### src/rtl/sistema_de_escritura.sv
// rtl/sistema_de_escritura.sv - multiplexed 7-segment hex display with single-word shadow handshake
//
// Purpose:
//   Scans WIDTH active-low 7-segment digits, one digit slot every REFRESH_DIV
//   clocks. A producer hands over a display word through a valid/ready
//   handshake into a single shadow register; the word is committed to the
//   display only at a digit-slot boundary so a word never changes mid-slot.
//
// Ports:
//   clk         system clock, rising edge
//   rst_n       asynchronous active-low reset
//   data_valid  producer offers a new display word
//   data        4*WIDTH bits of hex nibbles, nibble 0 is the rightmost digit
//   data_ready  registered, high when the shadow register is free
//   blank_lz    leading-zero blanking enable, sampled at each slot boundary
//   anodo       active-low one-hot digit enables, registered
//   seg         active-low segments {g,f,e,d,c,b,a}, registered

module sistema_de_escritura #(
  parameter int WIDTH       = 4,
  parameter int REFRESH_DIV = 27000
) (
  input  logic                 clk,
  input  logic                 rst_n,
  input  logic                 data_valid,
  input  logic [4*WIDTH-1:0]   data,
  output logic                 data_ready,
  input  logic                 blank_lz,
  output logic [WIDTH-1:0]     anodo,
  output logic [6:0]           seg
);

  localparam int CW = (REFRESH_DIV > 1) ? $clog2(REFRESH_DIV) : 1;
  localparam int IW = (WIDTH > 1) ? $clog2(WIDTH) : 1;

  logic [CW-1:0]      cnt;
  logic [IW-1:0]      idx;
  logic [4*WIDTH-1:0] display;
  logic [4*WIDTH-1:0] shadow;
  logic [4*WIDTH-1:0] display_next;
  logic [4*WIDTH-1:0] shifted;
  logic               pending;
  logic               tick;
  logic               capture;
  logic               blank;
  logic [6:0]         seg_next;

  function automatic logic [6:0] hex7(input logic [3:0] n);
    case (n)
      4'h0: hex7 = 7'h40;
      4'h1: hex7 = 7'h79;
      4'h2: hex7 = 7'h24;
      4'h3: hex7 = 7'h30;
      4'h4: hex7 = 7'h19;
      4'h5: hex7 = 7'h12;
      4'h6: hex7 = 7'h02;
      4'h7: hex7 = 7'h78;
      4'h8: hex7 = 7'h00;
      4'h9: hex7 = 7'h10;
      4'hA: hex7 = 7'h08;
      4'hB: hex7 = 7'h03;
      4'hC: hex7 = 7'h46;
      4'hD: hex7 = 7'h21;
      4'hE: hex7 = 7'h06;
      default: hex7 = 7'h0E;
    endcase
  endfunction

  assign tick    = (cnt == CW'(REFRESH_DIV - 1));
  assign capture = data_valid && data_ready;

  // Value the display register holds after this edge; the digit loaded on a
  // tick must reflect a transfer happening on that same tick. A capture on
  // the tick edge cannot transfer here because pending is still clear.
  assign display_next = (tick && pending) ? shadow : display;

  // idx is the digit selected on the coming tick. A digit is a leading zero
  // when it and every nibble above it are zero; digit 0 is never blanked.
  always_comb begin
    shifted  = display_next >> {idx, 2'b00};
    blank    = blank_lz && (idx != '0) && (shifted == '0);
    seg_next = blank ? 7'h7F : hex7(shifted[3:0]);
  end

  always_ff @(posedge clk or negedge rst_n) begin
    if (!rst_n) begin
      cnt        <= '0;
      idx        <= '0;
      display    <= '0;
      shadow     <= '0;
      pending    <= 1'b0;
      data_ready <= 1'b1;
      anodo      <= '1;
      seg        <= 7'h7F;
    end else begin
      cnt <= tick ? '0 : cnt + 1'b1;

      // Capture needs ready (pending clear), transfer needs pending set, so
      // the two never coincide.
      if (capture) begin
        shadow     <= data;
        pending    <= 1'b1;
        data_ready <= 1'b0;
      end else if (tick && pending) begin
        display    <= shadow;
        pending    <= 1'b0;
        data_ready <= 1'b1;
      end

      if (tick) begin
        anodo <= ~(WIDTH'(1) << idx);
        seg   <= seg_next;
        idx   <= (idx == IW'(WIDTH - 1)) ? '0 : idx + 1'b1;
      end
    end
  end

endmodule
### config.mk
export PLATFORM = sky130hd
export DESIGN_NAME = sistema_de_escritura
export DESIGN_NICKNAME = d
export VERILOG_FILES = /design/src/rtl/sistema_de_escritura.sv
export SDC_FILE = /design/constraint.sdc
export NUM_CORES = 1
export LEC_CHECK = 0
export CAP_MARGIN = 5
export CELL_PAD_IN_SITES_DETAIL_PLACEMENT = 1
export CELL_PAD_IN_SITES_GLOBAL_PLACEMENT = 1
export CORE_ASPECT_RATIO = 0.6
export CORE_UTILIZATION = 52
export CTS_BUF_LIST = sky130_fd_sc_hd__clkbuf_4 sky130_fd_sc_hd__clkbuf_8
export DETAILED_ROUTE_END_ITERATION = 8
export PLACE_DENSITY = 0.92
export SLEW_MARGIN = 30
export SYNTH_ARGS = -nofsm -noshare
export SYNTH_HDL_FRONTEND = slang
export SYNTH_SLANG_ARGS = --single-unit
### constraint.sdc
create_clock -name clk -period 6.5 [get_ports clk]
set_input_delay 1.3 -clock clk [delete_from_list [all_inputs] [get_ports clk]]
set_output_delay 1.3 -clock clk [all_outputs]
set_load 0.03 [all_outputs]
# --- Word level (Yosys, flattened, before mapping) ---
# Memories as Yosys holds them, arrays and structs flattened.
# Index checks and enable logic that the tools add are counted.
op_classes:
  addsub: 2
  n_eq_ne: 2
  shifts: 2
  muxes: 8
  n_bitwise: 1
  reduce_logical: 7
op_table:
  columns: ["op", "n"]
  rows:
  - ["16-bit logical NOT", 1]
  - ["16-bit 2-to-1 mux", 1]
  - ["16-bit by 4-bit >> shifter with 16-bit output", 1]
  - ["15-bit by 1-bit adder with 15-bit output (second input constant)", 1]
  - ["15-bit equality test (second input constant)", 1]
  - ["15-bit 2-to-1 mux", 1]
  - ["7-bit 2-to-1 mux", 1]
  - ["1-bit logical AND", 4]
  - ["1-bit 2-to-1 mux", 4]
  - ["4-bit inverter", 1]
  - ["2-bit nonzero test", 2]
  - ["1-bit by 2-bit << shifter with 4-bit output (first input constant)", 1]
  - ["2-bit by 1-bit adder with 2-bit output (second input constant)", 1]
  - ["2-bit equality test (second input constant)", 1]
  - ["2-bit 2-to-1 mux", 1]
word_totals:
  reg_bits: 62
  rom_bits: 112
  input_bits: 20
  output_inout_bits: 12
  word_cells: 31
  n_memories: 1
memory_table:
  columns: ["memory", "depth", "width", "rd", "rd_ports_with_merged_regs", "write_ports", "line", "source"]
  rows:
  - ["(no name shown)", 16, 7, 1, 0, 0, "49", "case (n)"]

# --- Longest topological paths before layout ---
# Gate-level depths: netlist of the first run.
depth:
  depth_word: 7
  ltp_mapped: 12
  depth_no_buf: 11

# --- Worst setup path after synthesis of the first run ---
# No wires, ideal clock.
synth_timing:
  path_kind: "register to register"
  from: "register cnt[0]"
  to: "register seg[5]"
  setup_ns: 0.083
  arrival_ns: 2.780
  t_required_ns: 6.417
  path_slack_ns: 3.637
  path_stages_with_launch: 12
  n_path_buf: 1
  period_less_slack_ns: 2.863
  cell_sequence: "dfrtp_1 ha_1 and4bb_4 nand4bb_4 buf_6 mux4_2 mux2i_4 ha_1 nand2_1 nor4_2 o21ai_2 a41oi_1"
synth_between:
  elab_chain_len: 7
synth_rtl:
  columns: ["item", "line", "source"]
  rows:
  - ["start: declaration", "36", "logic [CW-1:0] cnt;"]
  - ["start signal: assignment", "96", "cnt <= tick ? '0 : cnt + 1'b1;"]
  - ["15-bit equality test (*)", "69", "assign tick = (cnt == CW'(REFRESH_DIV - 1));"]
  - ["parallel branches: the longest is 6 deep, another holds memory read 16 x 7 bit", null, null]
  - ["end signal: assignment", "112", "seg <= seg_next;"]
  - ["end: declaration", "30", "output logic [6:0] seg"]
# Mark *: on every way between the ends.
# A chain may end at the register's enable or synchronous reset.

# --- Final worst setup path of the first run ---
layout_timing:
  from: "register cnt[0]"
  to: "register seg[4]"
# Same word-level chain as after synthesis.

==> results.sh, run 1 <==
export IMPL_r2r_slack_ps=2960
export IMPL_synth_nets=298
export IMPL_fmax_ghz=0.283
export IMPL_period_needed_ps=3540
export IMPL_netlist_area_mm2=0.00324
export IMPL_cts_buffers=9
export IMPL_yosys_area_top_type_share_pct=38.7
export IMPL_timing_rr_start="cnt[0]$_DFF_PN0_"
export IMPL_drive_gt1_share_pct=27.0
export IMPL_drtIter0Drc=138
export IMPL_clockRootBuffer="clkbuf_8"
export IMPL_floorplan_rows=21
export IMPL_cpMostUsedCell="ha_1"
export IMPL_clk_latency_ps=340
export IMPL_yosys_cell_types_count=46
export IMPL_r2r_cells=11
export IMPL_ys_warn_count=0
export IMPL_clk_pin_slew_worst_paths_ps=70
export IMPL_critPathKind="reg2reg"
export IMPL_endpoint_kind="flip-flop"
export IMPL_drtPass1Iterations=4
export IMPL_ant_nets=0
export IMPL_synth_top_area_cell="dfrtp_1"
export IMPL_power_leakage_uw=0.00167
export IMPL_die_y_um=63.1
export IMPL_start_util_pct=56.0
export IMPL_critPathSlowestCell="mux4_2"
export IMPL_async_flop_share_pct=100
export IMPL_crit_buf_inv=1
export IMPL_fin_tns_setup_ps=0
export IMPL_clock_path_buffers=2
export IMPL_cts_hold_buf=0
export IMPL_critPathTopFamily="simple AND/OR/NAND/NOR gates"
export IMPL_finalHoldViolations=0
export IMPL_worstPathRequired_ps=6750
export IMPL_syn_inst=266
export IMPL_max_slew_margin_rel_pct=46.2
export IMPL_h_tree_depth=3
export IMPL_arrival_ps=3790
export IMPL_die_x_um=104
export IMPL_worst_slew_pin_slew_ps=805
export IMPL_crit_path_start="cnt[0]$_DFF_PN0_"
export IMPL_dpl_hpwl_um=5430
export IMPL_antenna_found_initial=0
export IMPL_postCtsSetupBuffers=0
export IMPL_synthToLayoutAreaGrowth_pct=17.7
export IMPL_io_buffers=31
export IMPL_routed_wirelength_um=8160
export IMPL_fin_crit_sh_pct=54.4
export IMPL_finalNetCount=331
export IMPL_outcome="complete, no violations"
export IMPL_cp_num_cells=11
export IMPL_cts_resized=0
export IMPL_cp_slowest_stage_delay_ps=590
export IMPL_hp_class="reg2reg"
export IMPL_ir_drop_v=0.000165
export IMPL_grt_pass1_vias=2498
export IMPL_synth_main_ff_cell="dfrtp_1"
export IMPL_rsz0062_at_grt="no"
export IMPL_vias_per_cell=6.07
export IMPL_final_max_slew_violation_count=0
export IMPL_clock_sinks=62
export IMPL_grt_usage_pct=28.1
export IMPL_finalSetupViolations=0
export IMPL_synth_seq_cells=62
export IMPL_seq_area_frac_synth_pct=48.4
export IMPL_num_vias=2329
export IMPL_power_density_mw_per_mm2=235
export IMPL_power_total_uw=896
export IMPL_overflow=0
export IMPL_ios=32
export IMPL_die_area_mm2=0.00655
export IMPL_synthTopCellsByArea="dfrtp_1 (39%), mux2_2 (11%), dfstp_2 (9.7%)"
export IMPL_cts_tree="done"
export IMPL_syn_avg_cell_area_um2=12.2
export IMPL_diodes=0
export IMPL_grt_max_degree=63
export IMPL_wl_per_cell_um=21.2
export IMPL_core_region_area_mm2=0.00578
export IMPL_drcViolationCount=0
export IMPL_grt_pass1_wl_um=14000
export IMPL_endpoint="seg[4]$_DFFE_PN1N_"
export IMPL_start_kind="flip-flop"
export IMPL_gp_congestion=0.854
export IMPL_maxCapViolations=0
export IMPL_crit_path_max_fanout=12
export IMPL_r2r_end="seg[4]$_DFFE_PN1N_"
export IMPL_fin_skew_ps=8.21
export IMPL_path_cells="ha_1, and4bb_4, nand4bb_4, mux4_2, mux2_4, inv_1, ha_1, nand2_1, nor4_2, o21ai_2, a41oi_1"
export IMPL_synth_edff_count=0
## kinds of logic (layout without fill, tap and decap cells)
kind of cell               Yosys count  count (layout)  share of synthesized area (%)
and+or+nand+nor                     78              78                           13.3
DFF                                 62              62                           48.4
muxes                               52              52                           21.2
AOI/OAI and AO/OA                   31              31                           6.65
buffers and inverters               19              57                           2.55
adders and majority gates           12              12                           4.64
xor gates and xnor gates            12              12                           3.25
## Yosys cell counts, types with 3 or more instances
library cell	count
a21oi_1	4
inv_1	7
ha_1	12
mux2_2	33
and2_1	3
nor2_1	20
nand3b_1	4
nand2_1	16
o21ai_0	8
nor3_1	3
o211ai_1	3
xnor2_1	5
nand4_1	4
clkbuf_1	4
mux2i_1	7
nand3_1	11
dfstp_2	12
nor4_1	5
a31oi_1	3
buf_2	3
dfrtp_1	50
and3_1	3
mux4_2	7
xor2_1	7
a41oi_1	4
## report_power, final
| part | total, µW | switching (µW) | internal (µW) |
|---|---|---|---|
| clock | 359 | 153 | 206 |
| combinational | 75.1 | 27.4 | 47.6 |
| sequential | 462 | 44.4 | 417 |
| total | 896 | 224 | 671 |
## sequential cells by signal, indices dropped and copies added (netlist names)
name        count
pending         1
cnt            15
idx             2
display        16
shadow         16
seg             7
anodo           4
data_ready      1
## metal layers
metal	wire (µm)	vias up	GRT usage, %	part of all wire, %
li1	-	1040	-	-
met2	3760	71	42.9	46
met4	125	0	9.29	1.5
met3	415	14	7.87	5.1
met1	3850	1204	39.1	47
met5	0	-	0	0
## worst min-delay path by stage
stage                         startpoint                   end  slack [ps]  cells after the start
finish                 cnt[12]$_DFF_PN0_     cnt[12]$_DFF_PN0_         500                      1
global route            cnt[0]$_DFF_PN0_      cnt[0]$_DFF_PN0_         520                      1
CTS                    cnt[12]$_DFF_PN0_     cnt[12]$_DFF_PN0_         490                      1
detailed placement     cnt[12]$_DFF_PN0_     cnt[12]$_DFF_PN0_         480                      1
global placement    anodo[3]$_DFFE_PN1N_  anodo[3]$_DFFE_PN1N_         470                      2
floorplan              cnt[12]$_DFF_PN0_     cnt[12]$_DFF_PN0_         450                      1
## cell type report
| cell class | count | area (µm²) |
|---|---|---|
| fill | 576 | 1970 |
| multi-input combinational | 185 | 1590 |
| sequential | 62 | 1570 |
| timing repair buffer | 32 | 313 |
| clock buffer | 13 | 166 |
| tap | 80 | 100 |
| clock inverter | 3 | 42.5 |
| inverter | 9 | 33.8 |
## stage by stage
stage	util (%)	hold slack, ps	area (µm²)	std cells	setup WS (ps)
2_1_floorplan	-	453	3240	266	3640
3_3_place_gp	62.3	471	3600	368	2880
3_5_place_dp	62.3	484	3600	368	2780
4_1_cts	65.9	492	3810	384	2960
5_1_grt	65.9	516	3810	384	2710
6_report	65.9	496	3810	384	2960
## layout by cell type (no fill, tap or decap), types with 2 or more instances in the layout
cell type	count
mux2i_4	2
a41oi_1	4
inv_1	7
clkbuf_8	11
nand4_1	4
a211o_1	2
and3_1	2
a211oi_1	2
mux2i_1	7
a21oi_1	4
nand3_1	11
nand2_1	16
xor2_1	7
mux4_2	7
or3_1	2
ha_1	12
dfrtp_1	50
nor2_1	20
mux2_2	33
o211ai_1	3
clkbuf_4	2
and2_1	3
clkdlybuf4s50_1	30
mux2_4	2
inv_2	2
nor3_1	3
a31oi_1	3
nand3b_1	4
o21ai_0	8
nor4_1	5
dfstp_2	12
xnor2_1	5
(Power assumes the default switching activity.)
==> inputs of run 2 (changes only) <==
--- a/config.mk
+++ b/config.mk
@@ -9,10 +9,10 @@
 export CELL_PAD_IN_SITES_DETAIL_PLACEMENT = 1
 export CELL_PAD_IN_SITES_GLOBAL_PLACEMENT = 1
 export CORE_ASPECT_RATIO = 0.6
-export CORE_UTILIZATION = 52
+export CORE_UTILIZATION = 43
 export CTS_BUF_LIST = sky130_fd_sc_hd__clkbuf_4 sky130_fd_sc_hd__clkbuf_8
 export DETAILED_ROUTE_END_ITERATION = 8
-export PLACE_DENSITY = 0.92
+export PLACE_DENSITY = 0.82
 export SLEW_MARGIN = 30
 export SYNTH_ARGS = -nofsm -noshare
 export SYNTH_HDL_FRONTEND = slang
==> constraint.sdc (replaced) <==
create_clock -name clk -period 3.1 [get_ports clk]
set_input_delay 0.62 -clock clk [delete_from_list [all_inputs] [get_ports clk]]
set_output_delay 0.62 -clock clk [all_outputs]
set_load 0.03 [all_outputs]
==> run 2 against run 1 <==
Worst setup slack got worse by 2800 ps. Sequential power rose by 110%. Sequential share of layout area fell by 1.5 points. Clock power rose by 120%. Final cell count rose by 8.1%. Wire length fell by 4.0%.
==> results.sh, run 2 (same netlist as run 1, synthesis figures left out) <==
export IMPL_finalCoreUtilization_pct=54.5
export IMPL_floorplan_rows=24
export IMPL_nFillCells=764
export IMPL_vias_per_cell=5.38
export IMPL_ant_nets=0
export IMPL_clock_sinks=62
export IMPL_worstPathRequired_ps=3380
export IMPL_critPathKind="reg2reg"
export IMPL_clockRootBuffer="clkbuf_8"
export IMPL_max_slew_margin_rel_pct=44.4
export IMPL_placed_area_mm2=0.00369
export IMPL_clock_path_buffers=2
export IMPL_cpMostUsedCell="ha_2"
export IMPL_layout_commonest_cell="dfrtp_1"
export IMPL_r2r_slack_ps=170
export IMPL_antenna_found_initial=0
export IMPL_crit_buf_inv=1
export IMPL_top_regs="display (16), shadow (16), cnt (15)"
export IMPL_cts_hold_buf=0
export IMPL_routed_wirelength_um=7830
export IMPL_timing_rr_start="cnt[0]$_DFF_PN0_"
export IMPL_worst_slew_pin_slew_ps=831
export IMPL_overflow=0
export IMPL_core_region_area_mm2=0.00727
export IMPL_start_kind="flip-flop"
export IMPL_drive_gt1_share_pct=29.9
export IMPL_fin_cells=415
export IMPL_outcome="complete, no violations"
export IMPL_num_vias=2231
export IMPL_synthToLayoutAreaGrowth_pct=22.3
export IMPL_ios=32
export IMPL_final_max_slew_violation_count=0
export IMPL_crit_path_max_fanout=7
export IMPL_r2r_cells=11
export IMPL_finalNetCount=338
export IMPL_ir_drop_v=0.000296
export IMPL_critPathSlowestCell="mux4_2"
export IMPL_cts_tree="done"
export IMPL_grt_max_degree=33
export IMPL_die_y_um=69.2
export IMPL_drtPass1Iterations=4
export IMPL_fmax_ghz=0.341
export IMPL_endpoint_kind="flip-flop"
export IMPL_arrival_ps=3210
export IMPL_mostFrequentLayoutCells="dfrtp_1 (50), mux2_2 (33), clkdlybuf4s50_1 (30), nor2_1 (20), nand2_1 (16)"
export IMPL_rsz0062_at_grt="no"
export IMPL_cp_slowest_stage_delay_ps=480
export IMPL_finalHoldViolations=0
export IMPL_design_area_mm2=0.00396
export IMPL_fin_crit_sh_pct=94.6
export IMPL_power_leakage_uw=0.00172
export IMPL_clk_pin_slew_worst_paths_ps=70
export IMPL_h_tree_depth=3
export IMPL_die_x_um=114
export IMPL_r2r_end="seg[5]$_DFFE_PN1N_"
export IMPL_cts_buffers=9
export IMPL_diodes=0
export IMPL_dpl_hpwl_um=5610
export IMPL_start_util_pct=44.5
export IMPL_fin_tns_setup_ps=0
export IMPL_finalSetupViolations=0
export IMPL_critPathTopFamily="multiplexers"
export IMPL_wl_per_cell_um=18.9
export IMPL_drcViolationCount=0
export IMPL_power_density_mw_per_mm2=480
export IMPL_period_needed_ps=2930
export IMPL_clk_latency_ps=360
export IMPL_hp_class="in2async"
export IMPL_power_total_uw=1900
export IMPL_drtIter0Drc=156
export IMPL_grt_pass1_vias=2429
export IMPL_grt_pass1_wl_um=12900
export IMPL_die_area_mm2=0.00789
export IMPL_dp_cells=398
export IMPL_fin_skew_ps=10.1
export IMPL_maxCapViolations=0
export IMPL_gp_congestion=0.875
export IMPL_io_buffers=31
export IMPL_grt_usage_pct=22.1
export IMPL_path_cells="ha_2, and4bb_4, nand4bb_4, mux4_2, mux2_4, inv_1, ha_2, nand2_1, nor4_4, o21ai_4, a41oi_2"
## run 2: cell types whose count changed in the layout (fill, tap and decap cells not counted), sizes merged
cell      previous run  this run
clkinv               1         2
clkinvlp             1         0
buf                  2         9
## run 2: layout make-up
cell class | count | area [µm²] | share of cell area (%)
Tap cell | 104 | 130 | 3.29
Clock buffer | 13 | 179 | 4.52
Clock inverter | 3 | 40.0 | 1.01
Multi-Input combinational cell | 185 | 1630 | 41.2
Sequential cell | 62 | 1570 | 39.6
Timing Repair Buffer | 39 | 378 | 9.55
Inverter | 9 | 33.8 | 0.854
## run 2: how the worst max path moves through the flow
stage                      from                  to  slack, ps  depth (start not counted)
5_1_grt        cnt[0]$_DFF_PN0_  seg[5]$_DFFE_PN1N_         30                         11
4_1_cts        cnt[0]$_DFF_PN0_  seg[5]$_DFFE_PN1N_         40                         11
3_3_place_gp   cnt[0]$_DFF_PN0_  seg[5]$_DFFE_PN1N_        170                         11
6_report       cnt[0]$_DFF_PN0_  seg[5]$_DFFE_PN1N_        170                         11
2_1_floorplan  cnt[0]$_DFF_PN0_  seg[5]$_DFFE_PN1N_        240                         11
3_5_place_dp   cnt[0]$_DFF_PN0_  seg[5]$_DFFE_PN1N_         60                         11
## run 2: power breakdown
part / total (µW) / switching (µW) / internal [µW]
registers: 963 / 87.9 / 875
logic: 156 / 54.2 / 102
clock network: 782 / 325 / 456
total: 1900 / 467 / 1430
## run 2: layer usage
layer,track usage (%),wire (µm)
met2,31.2,3390
met4,8.23,80
met5,0,0
met1,32.2,4050
met3,6.56,300
## run 2: what timing repair did
item                                    4_1_cts  5_1_grt
endpoints found under the setup margin        0        7
buffers inserted                              0        1
gates resized for setup                       0        7
## run 2: through the flow
stage | hold WS (ps) | worst slack, ps
after floorplan | 324 | 237
after global placement | 468 | 175
after detailed placement | 476 | 60.2
after CTS | 348 | 35.4
after global routing | 378 | 27.1
final | 338 | 169
